## src/rtl/instr_fetch_axi_master_if.sv

```systemverilog
// AXI4 read-only channel bundle (AR + R) between the fetch master and the
// instruction-memory slave.
interface instr_fetch_axi_master_if #(
    parameter int unsigned ADDR_WIDTH = 32,
    parameter int unsigned DATA_WIDTH = 32
);
    logic [ADDR_WIDTH-1:0] araddr;
    logic                  arvalid;
    logic                  arready;
    logic [2:0]            arprot;
    logic [DATA_WIDTH-1:0] rdata;
    logic [1:0]            rresp;
    logic                  rvalid;
    logic                  rready;

    modport master (
        output araddr, arvalid, arprot, rready,
        input  arready, rdata, rresp, rvalid
    );

    modport slave (
        input  araddr, arvalid, arprot, rready,
        output arready, rdata, rresp, rvalid
    );
endinterface

```

## src/rtl/instr_fetch_axi_master.sv

```systemverilog
// Instruction-fetch req/gnt/rvalid to AXI4 single-beat read bridge.
// One outstanding transaction; back-to-back requests go straight from the
// R handshake to a new AR without passing through IDLE.
module instr_fetch_axi_master #(
    parameter int unsigned ADDR_WIDTH = 32,
    parameter int unsigned DATA_WIDTH = 32,
    parameter int unsigned CNT_WIDTH  = 16
) (
    input  logic                  clk,
    input  logic                  rst_n,
    input  logic                  instr_req_i,
    input  logic [ADDR_WIDTH-1:0] instr_addr_i,
    output logic                  instr_gnt_o,
    output logic                  instr_rvalid_o,
    output logic [DATA_WIDTH-1:0] instr_rdata_o,
    output logic                  instr_err_o,
    instr_fetch_axi_master_if.master m_axi,
    output logic [CNT_WIDTH-1:0]  fetch_count_o,
    output logic [CNT_WIDTH-1:0]  err_count_o
);

    typedef enum logic [1:0] {
        IDLE,
        ADDR,
        DATA
    } state_t;

    state_t                state_q, state_d;
    logic [ADDR_WIDTH-1:0] araddr_q, araddr_d;
    logic                  arvalid_q, arvalid_d;
    logic                  rready_q, rready_d;
    logic                  rvalid_q, rvalid_d;
    logic                  err_q, err_d;
    logic [DATA_WIDTH-1:0] rdata_q, rdata_d;
    logic [CNT_WIDTH-1:0]  fetch_cnt_q, fetch_cnt_d;
    logic [CNT_WIDTH-1:0]  err_cnt_q, err_cnt_d;
    logic                  gnt;
    logic                  resp_err;

    // Low two address bits are discarded; masking keeps every input bit in use.
    logic [ADDR_WIDTH-1:0] aligned_addr;
    assign aligned_addr = instr_addr_i & ~(ADDR_WIDTH'(3));
    assign resp_err     = (m_axi.rresp != 2'b00);

    // State and datapath registers, cleared asynchronously.
    always_ff @(posedge clk or negedge rst_n) begin
        if (!rst_n) begin
            state_q     <= IDLE;
            araddr_q    <= '0;
            arvalid_q   <= 1'b0;
            rready_q    <= 1'b0;
            rvalid_q    <= 1'b0;
            err_q       <= 1'b0;
            rdata_q     <= '0;
            fetch_cnt_q <= '0;
            err_cnt_q   <= '0;
        end else begin
            state_q     <= state_d;
            araddr_q    <= araddr_d;
            arvalid_q   <= arvalid_d;
            rready_q    <= rready_d;
            rvalid_q    <= rvalid_d;
            err_q       <= err_d;
            rdata_q     <= rdata_d;
            fetch_cnt_q <= fetch_cnt_d;
            err_cnt_q   <= err_cnt_d;
        end
    end

    // Next-state, next-register values and the combinational grant.
    always_comb begin
        state_d     = state_q;
        araddr_d    = araddr_q;
        arvalid_d   = arvalid_q;
        rready_d    = rready_q;
        rvalid_d    = 1'b0;
        err_d       = err_q;
        rdata_d     = rdata_q;
        fetch_cnt_d = fetch_cnt_q;
        err_cnt_d   = err_cnt_q;
        gnt         = 1'b0;

        unique case (state_q)
            IDLE: begin
                if (instr_req_i) begin
                    araddr_d  = aligned_addr;
                    arvalid_d = 1'b1;
                    state_d   = ADDR;
                end
            end
            ADDR: begin
                // arvalid is always high here; the request line is not
                // consulted so a dropped request still completes.
                if (m_axi.arready) begin
                    gnt       = 1'b1;
                    arvalid_d = 1'b0;
                    rready_d  = 1'b1;
                    state_d   = DATA;
                end
            end
            DATA: begin
                if (m_axi.rvalid && rready_q) begin
                    rdata_d  = m_axi.rdata;
                    err_d    = resp_err;
                    rvalid_d = 1'b1;
                    rready_d = 1'b0;
                    if (fetch_cnt_q != '1) begin
                        fetch_cnt_d = fetch_cnt_q + 1'b1;
                    end
                    if (resp_err && (err_cnt_q != '1)) begin
                        err_cnt_d = err_cnt_q + 1'b1;
                    end
                    if (instr_req_i) begin
                        araddr_d  = aligned_addr;
                        arvalid_d = 1'b1;
                        state_d   = ADDR;
                    end else begin
                        state_d   = IDLE;
                    end
                end
            end
            default: begin
                state_d = IDLE;
            end
        endcase
    end

    assign m_axi.araddr  = araddr_q;
    assign m_axi.arvalid = arvalid_q;
    assign m_axi.arprot  = 3'b100;
    assign m_axi.rready  = rready_q;

    assign instr_gnt_o    = gnt;
    assign instr_rvalid_o = rvalid_q;
    assign instr_rdata_o  = rdata_q;
    assign instr_err_o    = err_q;
    assign fetch_count_o  = fetch_cnt_q;
    assign err_count_o    = err_cnt_q;

endmodule

```

## src/flat_wrapper.sv

```systemverilog
// flat-port wrapper written by rule: the top's interface ports become plain ports
module instr_fetch_axi_master_flat 
#(
    parameter int unsigned ADDR_WIDTH = 32,
    parameter int unsigned DATA_WIDTH = 32,
    parameter int unsigned CNT_WIDTH  = 16
)
  (clk, rst_n, instr_req_i, instr_addr_i, instr_gnt_o, instr_rvalid_o, instr_rdata_o, instr_err_o, fetch_count_o, err_count_o, m_axi_araddr, m_axi_arvalid, m_axi_arprot, m_axi_rready, m_axi_arready, m_axi_rdata, m_axi_rresp, m_axi_rvalid);
  instr_fetch_axi_master_if #(.ADDR_WIDTH(ADDR_WIDTH), .DATA_WIDTH(DATA_WIDTH)) m_axi_i ();
  input  logic clk;
  input  logic rst_n;
  input  logic instr_req_i;
  input  logic [ADDR_WIDTH-1:0] instr_addr_i;
  output logic instr_gnt_o;
  output logic instr_rvalid_o;
  output logic [DATA_WIDTH-1:0] instr_rdata_o;
  output logic instr_err_o;
  output logic [CNT_WIDTH-1:0] fetch_count_o;
  output logic [CNT_WIDTH-1:0] err_count_o;
  output wire logic [$bits(m_axi_i.araddr)-1:0] m_axi_araddr;
  output wire logic [$bits(m_axi_i.arvalid)-1:0] m_axi_arvalid;
  output wire logic [$bits(m_axi_i.arprot)-1:0] m_axi_arprot;
  output wire logic [$bits(m_axi_i.rready)-1:0] m_axi_rready;
  input wire logic [$bits(m_axi_i.arready)-1:0] m_axi_arready;
  input wire logic [$bits(m_axi_i.rdata)-1:0] m_axi_rdata;
  input wire logic [$bits(m_axi_i.rresp)-1:0] m_axi_rresp;
  input wire logic [$bits(m_axi_i.rvalid)-1:0] m_axi_rvalid;
  assign m_axi_araddr = m_axi_i.araddr;
  assign m_axi_arvalid = m_axi_i.arvalid;
  assign m_axi_arprot = m_axi_i.arprot;
  assign m_axi_rready = m_axi_i.rready;
  assign m_axi_i.arready = m_axi_arready;
  assign m_axi_i.rdata = m_axi_rdata;
  assign m_axi_i.rresp = m_axi_rresp;
  assign m_axi_i.rvalid = m_axi_rvalid;
  instr_fetch_axi_master #(.ADDR_WIDTH(ADDR_WIDTH), .DATA_WIDTH(DATA_WIDTH), .CNT_WIDTH(CNT_WIDTH)) u_core (.clk(clk), .rst_n(rst_n), .instr_req_i(instr_req_i), .instr_addr_i(instr_addr_i), .instr_gnt_o(instr_gnt_o), .instr_rvalid_o(instr_rvalid_o), .instr_rdata_o(instr_rdata_o), .instr_err_o(instr_err_o), .m_axi(m_axi_i), .fetch_count_o(fetch_count_o), .err_count_o(err_count_o));
endmodule
```

## config.mk

```make
export PLATFORM = sky130hd
export DESIGN_NAME = instr_fetch_axi_master_flat
export DESIGN_NICKNAME = d
export VERILOG_FILES = /design/src/rtl/instr_fetch_axi_master_if.sv /design/src/rtl/instr_fetch_axi_master.sv /design/src/flat_wrapper.sv
export SDC_FILE = /design/constraint.sdc
export NUM_CORES = 1
export LEC_CHECK = 0
export ABC_AREA = 1
export CORE_MARGIN = 2
export CORE_UTILIZATION = 40
export CTS_CLUSTER_SIZE = 16
export DETAILED_ROUTE_END_ITERATION = 10
export GPL_ROUTABILITY_DRIVEN = 0
export PLACE_DENSITY_LB_ADDON = 0.12
export SYNTH_ARGS = -nofsm -noshare
export SYNTH_HDL_FRONTEND = slang
export SYNTH_SLANG_ARGS = --single-unit
```

## constraint.sdc

```tcl
create_clock -name clk -period 1.8 [get_ports clk]
set_input_delay 0.36 -clock clk [delete_from_list [all_inputs] [get_ports clk]]
set_output_delay 0.36 -clock clk [all_outputs]
set_load 0.05 [all_outputs]
```

## Yosys cells after proc, flatten, opt, wreduce, memory -nomap -nowiden

Cells that the tools add are included.

| cells by class | value |
|---|---|
| multipliers | 0 |
| div/mod/pow operators | 0 |
| eq/ne operators | 7 |
| bitwise gates (word level) | 0 |
| order comparisons | 0 |
| shifts and indexed selects | 0 |
| add/subtract/negate cells | 2 |
| multiplexer cells | 19 |
| reductions and logical operators | 14 |

Operators by type and width:

| cell | count |
|---|---|
| two-way mux 32 bit | 2 |
| case mux 32 bit (2 select lines) | 1 |
| adder 16 x 1 -> 16 bit (second input constant) | 2 |
| != test 16 bit (second input constant) | 2 |
| AND reduction 3 bit | 5 |
| two-way mux 1 bit | 10 |
| two-way mux 2 bit | 3 |
| case mux 2 bit (3 select lines) | 1 |
| nonzero test 2 bit | 3 |
| != test 2 bit (second input constant) | 2 |
| AND reduction 2 bit | 2 |
| case mux 1 bit (3 select lines) | 1 |
| nonzero test 3 bit | 1 |
| == test 2 x 1 -> 1 bit (second input constant) | 1 |
| == test 2 bit (second input constant) | 1 |
| logical AND 1 bit | 2 |
| logical NOT 2 bit | 1 |
| != test 2 x 1 -> 1 bit (second input constant) | 1 |
| case mux 1 bit (2 select lines) | 1 |

| storage, ports and cells | value |
|---|---|
| memories | 0 |
| memory bits (read-only) | 0 |
| register bits after elaboration | 102 |
| memory bits (writable) | 0 |
| bits of input ports | 71 |
| bits in latches | 0 |
| output and inout port bits | 104 |

## Logic depth before layout (Yosys ltp)

| depth | value |
|---|---|
| word-level depth | 3 |
| mapped depth | 9 |
| gate-level depth less buffers | 9 |

## Worst setup path before layout

OpenSTA, ideal clock, no wires.

| timing | value |
|---|---|
| kind | register to register |
| from | register u_core.err_cnt_q[0] (netlist: u_core.err_count_o[0]) |
| to | register u_core.err_cnt_q[4] (netlist: u_core.err_count_o[4]) |
| setup slack | -0.183 ns |
| cell stages (with the launch flop) | 10 |
| data arrival time | 1.865 ns |
| required time | 1.682 ns |
| setup time | 0.118 ns |
| cells stage by stage | dfrtp_1 > ha_1 > inv_2 > nor2_4 > nand2_4 > o21ai_4 > inv_4 > buf_6 > nand2_1 > nand2_1 |

| between the ends | value |
|---|---|
| cells in the longest elaborated chain, start to end | 3 |
| elaborated cells between the ends (all ways) | 4 |

RTL lines:

| element | RTL line | RTL |
|---|---|---|
| start, declared | instr_fetch_axi_master.sv:36 | `logic [CNT_WIDTH-1:0] err_cnt_q, err_cnt_d;` |
| start signal, assigned | instr_fetch_axi_master.sv:66 | `err_cnt_q <= err_cnt_d;` |
| parallel branches: the longest is 3 deep, another holds adder 16 x 1 -> 16 bit | -- |  |

Parallel ways; which one is timed is not known.
A chain may end at the register's enable or synchronous reset.

## Worst setup path in the final report

| timing | value |
|---|---|
| from | register u_core.state_q[1] |
| to | output port instr_gnt_o |

| between the ends | value |
|---|---|
| cells in the longest elaborated chain, start to end | 2 |

RTL lines:

| element | RTL line | RTL |
|---|---|---|
| start, declared | instr_fetch_axi_master.sv:28 | `state_t state_q, state_d;` |
| start signal, assigned | instr_fetch_axi_master.sv:58 | `state_q <= state_d;` |
| == test 2 x 1 -> 1 bit | instr_fetch_axi_master.sv:83 | `unique case (state_q)` |
| two-way mux 1 bit | instr_fetch_axi_master.sv:83 |  |
| end, declared | flat_wrapper.sv:14 | `output logic instr_gnt_o;` |

No other way between the ends.

==> impl_metrics.json <==
{
  "status": "completed",
  "wl_per_cell_um": 12.9,
  "busiest_layer": "met2",
  "area_growth_pct": 43.4,
  "cts_buffers": 9,
  "critPathBufInv": 2,
  "instances_no_fill": 908,
  "cp-endpoint": "instr_gnt_o",
  "grt_overflow_total": 0,
  "die_area_mm2": 0.0124,
  "drt_iter0_markers": 191,
  "first_pass_iters": 4,
  "max_stage_delay_ns": 0.39,
  "r2r_start": "u_core.fetch_count_o[1]$_DFFE_PN0P_",
  "synth.avg_cell_area_um2": 7.88,
  "initial_core_util": 0.407,
  "cp_slowest_cell": "dfrtp_1",
  "synth_cells": 587,
  "drt-vias-per-instance": 4.70,
  "netlist_area_mm2": 0.00463,
  "synth.area.top_cells": "dfrtp_1 (54%), nand2_1 (26%), nand3_1 (4.7%)",
  "synth_cell_types": 27,
  "required_ns": 1.44,
  "synth_seq_cells": 100,
  "cts_root_buf": "clkbuf_16",
  "crit_fanout": 3,
  "period_needed_ns": 1.71,
  "leakagePower_nw": 3.42,
  "max-cap-violations": 0,
  "rrSetupSlack_ns": 0.18,
  "grtUsageMet3": 0.0626,
  "async_reset_ff_frac": 1.00,
  "whs_ns": 0.474,
  "final_nets": 833,
  "crit_cells": 4,
  "post_route_cells_drive_above_1_share": 0.197,
  "grt_pass1_vias": 4130,
  "chipHeight_um": 112,
  "max_freq_mhz": 586,
  "fin_setup_tns_ns": 0,
  "io_buffers": 167,
  "cts.sinks": 100,
  "cp-startpoint": "u_core.state_q[1]$_DFFE_PN0P_",
  "post-route-period-util": 0.947,
  "arrival_ns": 1.35,
  "worstSetupPathType": "reg -> out",
  "cts_tree": "yes",
  "pin_count": 175,
  "dominantRegCellSynth": "dfrtp_1",
  "grt_max_degree": 40,
  "track_usage": 0.195,
  "rows": 39,
  "synth_edf_count": 0,
  "worstPathCellList": "inv_1 -> nand2_1 -> nor2_2 -> buf_12",
  "rsz0062_at_grt": "no",
  "cp-end-kind": "primary output",
  "utilization": 0.583,
  "htreeDepth": 3,
  "finalSetupViolCount": 0,
  "rr_worst_depth": 7,
  "worst_path_dominant_cell_family": "flip-flops",
  "powerDensity_mw_per_mm2": 1710,
  "p_total_mw": 11.4,
  "post_synth_most_frequent_cells": "nand2_1 (316), dfrtp_1 (100), nand3_1 (43)",
  "hold_viol_final": 0,
  "slew_viol_final": 0,
  "ir_drop_v": 0.00114,
  "multi_input_area_mm2": 0.00194,
  "grt_use_met2": 0.311,
  "ys_seq_area_frac": 0.541,
  "grt_first_pass_wirelength_um": 19800,
  "grtUsageMet1": 0.252,
  "antenna_found_initial": 0,
  "seq_area_mm2": 0.00251,
  "die_w_um": 112,
  "yosys.area.top_type": "dfrtp_1",
  "cts_buffer_depth": 2,
  "clk_latency_ns": 0.34,
  "timing.rr.end": "u_core.fetch_count_o[0]$_DFFE_PN0P_",
  "path_clk_slew_ns": 0.06,
  "dp_cells": 891,
  "hp-start": "u_core.m_axi.araddr[26]$_DFFE_PN0P_",
  "wl_um": 11800,
  "drcViolationCount": 0,
  "ant_nets": 0,
  "fin_worst_skew_ns": 0.00800,
  "num-fill-cells": 1051,
  "diodes": 0,
  "post-dp-hpwl_um": 8390,
  "ys_warn_count": 0,
  "core_mm2": 0.0114,
  "synth_most_common_cell": "nand2_1",
  "worst_setup_path_start_kind": "flop",
  "vias": 4264,
  "hold_class": "reg -> reg",
  "synth.top_cell.area_share": 0.541
}
## worst reg2reg max path: cells and delay by family (launching register included)
kind	cells	cell delay (ns)
buffers and inverters	1	0.09
AO/OA/AOI/OAI	1	0.42
flip-flops	1	0.40
AND/OR/NAND/NOR	4	0.45
adder cells (fa/ha/maj)	1	0.19
## layout make-up
cell class	count	area share
well taps	143	0.0270
flip-flops and latches	100	0.378
inverters	22	0.0128
multi-input cells	444	0.292
repair buffers	183	0.242
clock buffers	11	0.0366
clock inverters	5	0.0113
## flip-flops by register name (all words and copies together) (netlist names)
name	flops
u_core.err_count_o	16
u_core.fetch_count_o	16
u_core.instr_err_o	1
u_core.instr_rdata_o	32
u_core.instr_rvalid_o	1
u_core.m_axi.araddr	30
u_core.m_axi.arvalid	1
u_core.m_axi.rready	1
u_core.state_q	2
## routing by layer
metal	vias up	routed length, um
met5	-	0
met4	0	224
met3	16	923
met2	139	5440
met1	1960	5160
li1	2149	-
## power breakdown
| group | leakage [nW] | internal (mW) | switching (mW) | total, mW |
|---|---|---|---|---|
| sequential | 1.28 | 3.03 | 0.519 | 3.55 |
| combinational | 1.98 | 1.67 | 4.07 | 5.75 |
| clock | 0.159 | 1.25 | 0.819 | 2.07 |
## placed cells by master (no fill, tap or decap)
master,instances
nand2_4,1
buf_12,5
o21ai_0,8
dfrtp_1,96
o21ai_4,2
inv_4,1
nand3_2,1
nand2_1,316
nand3b_1,1
clkbuf_1,1
nor2_2,4
xor2_1,4
xnor2_1,10
nand4_1,10
nand2_2,2
inv_1,20
nor2_1,31
ha_1,1
clkbuf_8,1
inv_2,1
conb_1,5
clkdlybuf4s50_1,67
bufinv_16,2
clkbuf_16,9
nor3_4,1
buf_4,110
dfrtp_2,4
dlygate4sd3_1,1
a21oi_2,1
clkinv_2,3
ha_2,1
nor2_4,2
nand3_1,43
## logic make-up after synthesis
kind of cell    Yosys count  share of synthesized area
fa+ha+maj                 2                    0.00541
buf+inv                  46                     0.0465
xor+xnor                 14                     0.0265
simple gates            412                      0.364
other cells               2                    0.00162
flops                   100                      0.541
compound gates           11                     0.0151
## per-stage QoR
stage | cell area (um^2) | worst slack, ns
2_1_floorplan | 4640 | 0.0246
3_3_place_gp | 6290 | 0.0497
3_5_place_dp | 6290 | 0.00669
4_1_cts | 6620 | 0.00724
5_1_grt | 6630 | 0.00283
6_report | 6630 | 0.0947
## worst min path at each step
stage,cells past startpoint,to
finish,2,u_core.m_axi.araddr[26]$_DFFE_PN0P_
global route,2,u_core.instr_rdata_o[22]$_DFFE_PN0P_
CTS,2,u_core.m_axi.araddr[23]$_DFFE_PN0P_
detailed placement,1,u_core.fetch_count_o[3]$_DFFE_PN0P_
global placement,1,u_core.fetch_count_o[3]$_DFFE_PN0P_
floorplan,0,u_core.err_count_o[0]$_DFFE_PN0P_
## timing repair
| item | CTS | global route |
|---|---|---|
| hold buffers | 1 | 0 |
| hold endpoints to repair | 29 | 0 |
| buffers inserted | 0 | 0 |
| setup endpoints to repair | 0 | 16 |
| gates resized for setup | 0 | 2 |
No activity file was read; power rests on OpenSTA's default activity.
